File: src/rtl/icache_fetch_unit.sv
// rtl/icache_fetch_unit.sv - direct-mapped one-word-per-line instruction cache with SRAM refill FSM
module icache_fetch_unit #(
  parameter int LINES       = 16,
  parameter int WAIT_CYCLES = 1
) (
  input  logic        clk,
  input  logic        rst,
  input  logic [31:0] pc_i,
  input  logic        ce_n_i,
  input  logic        invalidate_i,
  input  logic        bus_busy_i,
  output logic [31:0] inst_o,
  output logic        hit_o,
  output logic        stall_req_o,
  output logic [19:0] sram_addr_o,
  input  logic [31:0] sram_data_i,
  output logic        sram_ce_n_o,
  output logic        sram_oe_n_o,
  output logic        sram_we_n_o,
  output logic [3:0]  sram_be_n_o
);

  localparam int          IDX      = $clog2(LINES);
  localparam int          TAGW     = 30 - IDX;
  localparam logic [31:0] NOP      = 32'h00000013;
  localparam logic [2:0]  WAIT_CNT = 3'(WAIT_CYCLES);

  typedef enum logic [1:0] {IDLE, WAIT_BUS, ACCESS, DONE} state_t;

  state_t           state;
  logic [2:0]       cnt;
  logic [31:0]      req_pc;
  logic [31:0]      fill_reg;
  logic             abort;
  logic [LINES-1:0] valid;
  logic [TAGW-1:0]  tag_arr  [LINES];
  logic [31:0]      data_arr [LINES];

  logic [IDX-1:0]  idx;
  logic [IDX-1:0]  req_idx;
  logic [TAGW-1:0] tag;
  logic            hit;
  logic            miss;
  logic            fill_now;

  assign idx      = pc_i[IDX+1:2];
  assign tag      = pc_i[31:IDX+2];
  assign req_idx  = req_pc[IDX+1:2];
  assign fill_now = (state == ACCESS) && (cnt == 3'd0);

  // A pending invalidate turns a would-be hit into a miss in the same cycle.
  assign hit  = (state == IDLE) && !ce_n_i && !invalidate_i && valid[idx] && (tag_arr[idx] == tag);
  assign miss = (state == IDLE) && !ce_n_i && !hit;

  always_comb begin
    hit_o       = hit;
    stall_req_o = miss || (state == WAIT_BUS) || (state == ACCESS);
    if (state == DONE)
      inst_o = fill_reg;
    else if (hit)
      inst_o = data_arr[idx];
    else
      inst_o = NOP;
  end

  assign sram_ce_n_o = (state != ACCESS);
  assign sram_oe_n_o = (state != ACCESS);
  assign sram_we_n_o = 1'b1;
  assign sram_be_n_o = 4'b0000;
  assign sram_addr_o = req_pc[21:2];

  always_ff @(posedge clk) begin
    if (rst) begin
      state    <= IDLE;
      cnt      <= 3'd0;
      req_pc   <= 32'd0;
      fill_reg <= NOP;
      abort    <= 1'b0;
      valid    <= '0;
    end else begin
      case (state)
        IDLE: begin
          if (miss) begin
            req_pc <= pc_i;
            if (bus_busy_i) begin
              state <= WAIT_BUS;
            end else begin
              state <= ACCESS;
              cnt   <= WAIT_CNT;
            end
          end
        end
        WAIT_BUS: begin
          if (invalidate_i) abort <= 1'b1;
          if (!bus_busy_i) begin
            state <= ACCESS;
            cnt   <= WAIT_CNT;
          end
        end
        ACCESS: begin
          if (invalidate_i) abort <= 1'b1;
          if (cnt != 3'd0) begin
            cnt <= cnt - 3'd1;
          end else begin
            fill_reg       <= sram_data_i;
            valid[req_idx] <= !abort && !invalidate_i;
            state          <= DONE;
          end
        end
        DONE: begin
          abort <= 1'b0;
          state <= IDLE;
        end
        default: state <= IDLE;
      endcase
      // Whole-array clear overrides any fill landing on the same edge.
      if (invalidate_i) valid <= '0;
    end
  end

  always_ff @(posedge clk) begin
    if (!rst && fill_now) begin
      tag_arr[req_idx]  <= req_pc[31:IDX+2];
      data_arr[req_idx] <= sram_data_i;
    end
  end

endmodule

File: config.mk
export PLATFORM = sky130hd
export DESIGN_NAME = icache_fetch_unit
export DESIGN_NICKNAME = d
export VERILOG_FILES = /design/src/rtl/icache_fetch_unit.sv
export SDC_FILE = /design/constraint.sdc
export NUM_CORES = 1
export LEC_CHECK = 0
export BUFFER_PORTS_ARGS = -buffer_cell sky130_fd_sc_hd__clkbuf_2
export CORE_MARGIN = 5
export CORE_UTILIZATION = 55
export CTS_CLUSTER_SIZE = 14
export DETAILED_ROUTE_END_ITERATION = 10
export PLACE_DENSITY = 0.83
export SYNTH_ARGS = -nofsm -noshare
export SYNTH_HDL_FRONTEND = slang
export SYNTH_SLANG_ARGS = --single-unit
File: constraint.sdc
create_clock -name clk -period 4.55 [get_ports clk]
set_input_delay 0.2275 -clock clk [delete_from_list [all_inputs] [get_ports clk]]
set_output_delay 0.2275 -clock clk [all_outputs]
set_load 0.02 [all_outputs]
==> results_dict.tcl <==
set metrics [dict create \
    overflow 0 \
    num_rows 98 \
    htree_levels 3 \
    cts_sinks 1012 \
    cp_max_fo 35 \
    worstSetupStartpointType "flop" \
    critPathMostFrequentCell "mux4_2" \
    dp_hpwl_um 51200 \
    ys_types 53 \
    numCtsBuffers 92 \
    status "complete, no violations" \
    dr.pass1.iters 5 \
    yosysMostFrequentCell "edfxtp_1" \
    start_util 0.555 \
    grt_pass1_vias 21840 \
    synth.largest_area_cell "edfxtp_1" \
    path_class "flop to output port" \
    port_buffers 122 \
    place_ws_ns 0.443 \
    ys_top_cells_by_area "edfxtp_1, mux4_2, dfxtp_1" \
    power_density_nw_per_um2 449 \
    cts-root-buf "clkbuf_16" \
    drc 0 \
    synth_top_family_by_area "multiplexers" \
    avgSynthCellArea_um2 19.9 \
    post_cts_buffers 0 \
    slowest_stage "mux4_2" \
    worstSetupEndpointType "output port" \
    dieHeight_um 279 \
    place.gp.congestion 0.798 \
    dr_total_vias 21215 \
    dieArea_um2 77700 \
    hp-start "sram_data_i[25]" \
    crit_arrival_ns 4.12 \
    wirelength_um 98400 \
    total_leakage_power_nw 14.5 \
    synth_edf_count 928 \
    yosysWarnings 0 \
    ys_ff_latch 1012 \
    min_to "fill_reg[25]" \
    synth-async-reset-ratio 0 \
    finalSetupViolCount 0 \
    crit_required_ns 4.32 \
    fin_crit_sh 0.955 \
    worstSkewPairLatency_ns 0.64 \
    hold_viol_final 0 \
    die_w_um 279 \
    wl_per_cell_um 30.6 \
    worst_pin_slew_ns 1.01 \
    ios 130 \
    area_growth_pct 13.2 \
    finalMaxSlewViolations 0 \
    nets 2261 \
    grt.total_usage 0.252 \
    r2r-start "tag_arr[14][15]" \
    synth_commonest_cells "edfxtp_1, mux4_2, nand2_1" \
    yosys.area.top_type_share 0.702 \
    rsz0062_at_grt "no" \
    yosys.area_share.simple 0.0368 \
    cp_cell_sequence "mux4_2 -> mux4_2 -> xnor2_1 -> o2111ai_1 -> nor4b_2 -> and4_2 -> buf_12 -> nand2_1 -> o21ai_1 -> clkbuf_2" \
    max-slew-margin-rel 0.329 \
    period_minus_slack_ns 4.34 \
    largest_reg_flops 512 \
    cts_tree "built" \
    drv_cap 0 \
    critPathMaxStageDelay_ns 0.51 \
    ff2ff_path_depth 10 \
    drt_first_iter_violations 3213 \
    drtAntennaViolNets 0 \
    finalClockSkew_ns 0.0225 \
    drive_gt1_frac 0.271 \
    syn-cell-area_um2 39700 \
    r2r_setup_slack_ns 0.89 \
    synthXorXnorAreaFrac 0.00684 \
    clock.fmax_mhz 230 \
    ir_drop_uv 391 \
    fin_ws_ns 0.205 \
    grt_pass1_wl_um 145000 \
    synthCells 1992 \
    hp-class "input pin to flop" \
    seq_area_frac_synth 0.744 \
    antenna_found_initial 3 \
    path_clk_slew_ns 0.06 \
    grt_max_degree 64 \
    synthAdderAreaFrac 0.00189 \
    coreArea_um2 71600 \
    worstReg2RegEnd "req_pc[4]" \
    min_path_cells 3 \
    cts_max_path_buffers 3 \
    synth_compound_area_frac 0.0230 \
    synth_mux_area_frac 0.167 \
    synth_ff_type "edfxtp_1" \
    setup-tns-final_ns 0 \
    vias_per_cell 6.59 \
]
==> routing by layer <==
metal  global-route usage  share of wire  routed length (um)  vias to the layer above
met5                    0        0.00014                  14                        -
met4                0.108          0.047                4600                        2
met3               0.0502           0.11               11100                      346
met2                0.428           0.51               50200                     1718
met1                0.321           0.33               32500                    10744
li1                     -              -                   -                     8405
==> logic make-up after synthesis <==
family | after synthesis
compound gates | 153
xor+xnor | 31
fa+ha+maj | 6
buf+inv | 149
flops | 1012
mux | 340
other cells | 2
simple gates | 299
==> placed cells by master (no fill, tap or decap), types with 9 or more instances in the layout <==
cell type,netlist,routed
o21ai_1,14,14
mux2i_1,75,75
xor2_1,11,11
xnor2_1,20,20
clkinv_1,1,13
edfxtp_1,928,928
o21ai_0,34,34
buf_4,35,58
a21oi_1,57,57
nor2_4,0,17
mux4_2,257,257
clkinv_2,0,16
inv_1,13,13
buf_12,0,11
nor2_1,31,15
dlygate4sd3_1,0,41
a221oi_1,12,12
nand2b_1,64,64
clkbuf_2,0,118
dfxtp_1,84,84
nor2b_1,9,9
clkbuf_16,0,94
nand2_1,139,139
or3_1,19,19
clkbuf_1,54,29
==> repair_timing <==
action / CTS / global route
hold endpoints to repair: 199 / 0
hold buffers: 41 / 0
resized for setup: 0 / 0
==> through the flow <==
| stage | hold slack (ns) | std cells | total power, mW | util | cell area (um^2) |
|---|---|---|---|---|---|
| after floorplan | 0.326 | 1995 | 12.0 | - | 39700 |
| after global placement | 0.441 | 3001 | 12.5 | 0.581 | 41600 |
| after detailed placement | 0.447 | 3001 | 12.6 | 0.581 | 41600 |
| after CTS | 0.00752 | 3215 | 20.2 | 0.628 | 45000 |
| after global routing | 0.0296 | 3217 | 20.8 | 0.628 | 45000 |
| final | 0.0349 | 3217 | 20.2 | 0.628 | 45000 |
==> worst max-delay path: cells and delay by family, from the launching register on <==
kind            cells  cell delay (ns)
simple gates        3             0.77
buf+inv             2             0.51
xor+xnor            1             0.24
compound gates      2             0.52
flops               1             0.40
mux                 2             1.01
==> how the worst max path moves through the flow <==
stage	cells after the start	slack, ns	to	startpoint
3_3_place_gp	12	0.49	stall_req_o	pc_i[2]
5_1_grt	10	0.04	inst_o[26]	tag_arr[5][15]
4_1_cts	11	0.19	inst_o[26]	tag_arr[12][20]
3_5_place_dp	12	0.44	inst_o[26]	pc_i[2]
2_1_floorplan	7	0.34	data_arr[0][0]	cnt[0]
6_report	10	0.21	inst_o[26]	tag_arr[14][15]
==> where the power goes <==
part | internal [mW] | leakage (nW) | switching [mW] | total, mW
sequential | 10.5 | 9.12 | 0.287 | 10.8
clock | 4.37 | 1.45 | 3.32 | 7.70
combinational | 0.620 | 3.97 | 1.07 | 1.69
==> layout make-up <==
| class | count | area (um^2) |
|---|---|---|
| antenna | 2 | 5.00 |
| clock buffer | 129 | 2540 |
| clock inverter | 44 | 442 |
| fill | 4458 | 26600 |
| inverter | 15 | 57.6 |
| multi-input combinational | 834 | 9500 |
| sequential | 1012 | 29500 |
| tap | 950 | 1190 |
| timing repair buffer | 231 | 1690 |
Note: power is estimated with default switching activity, not from simulation.
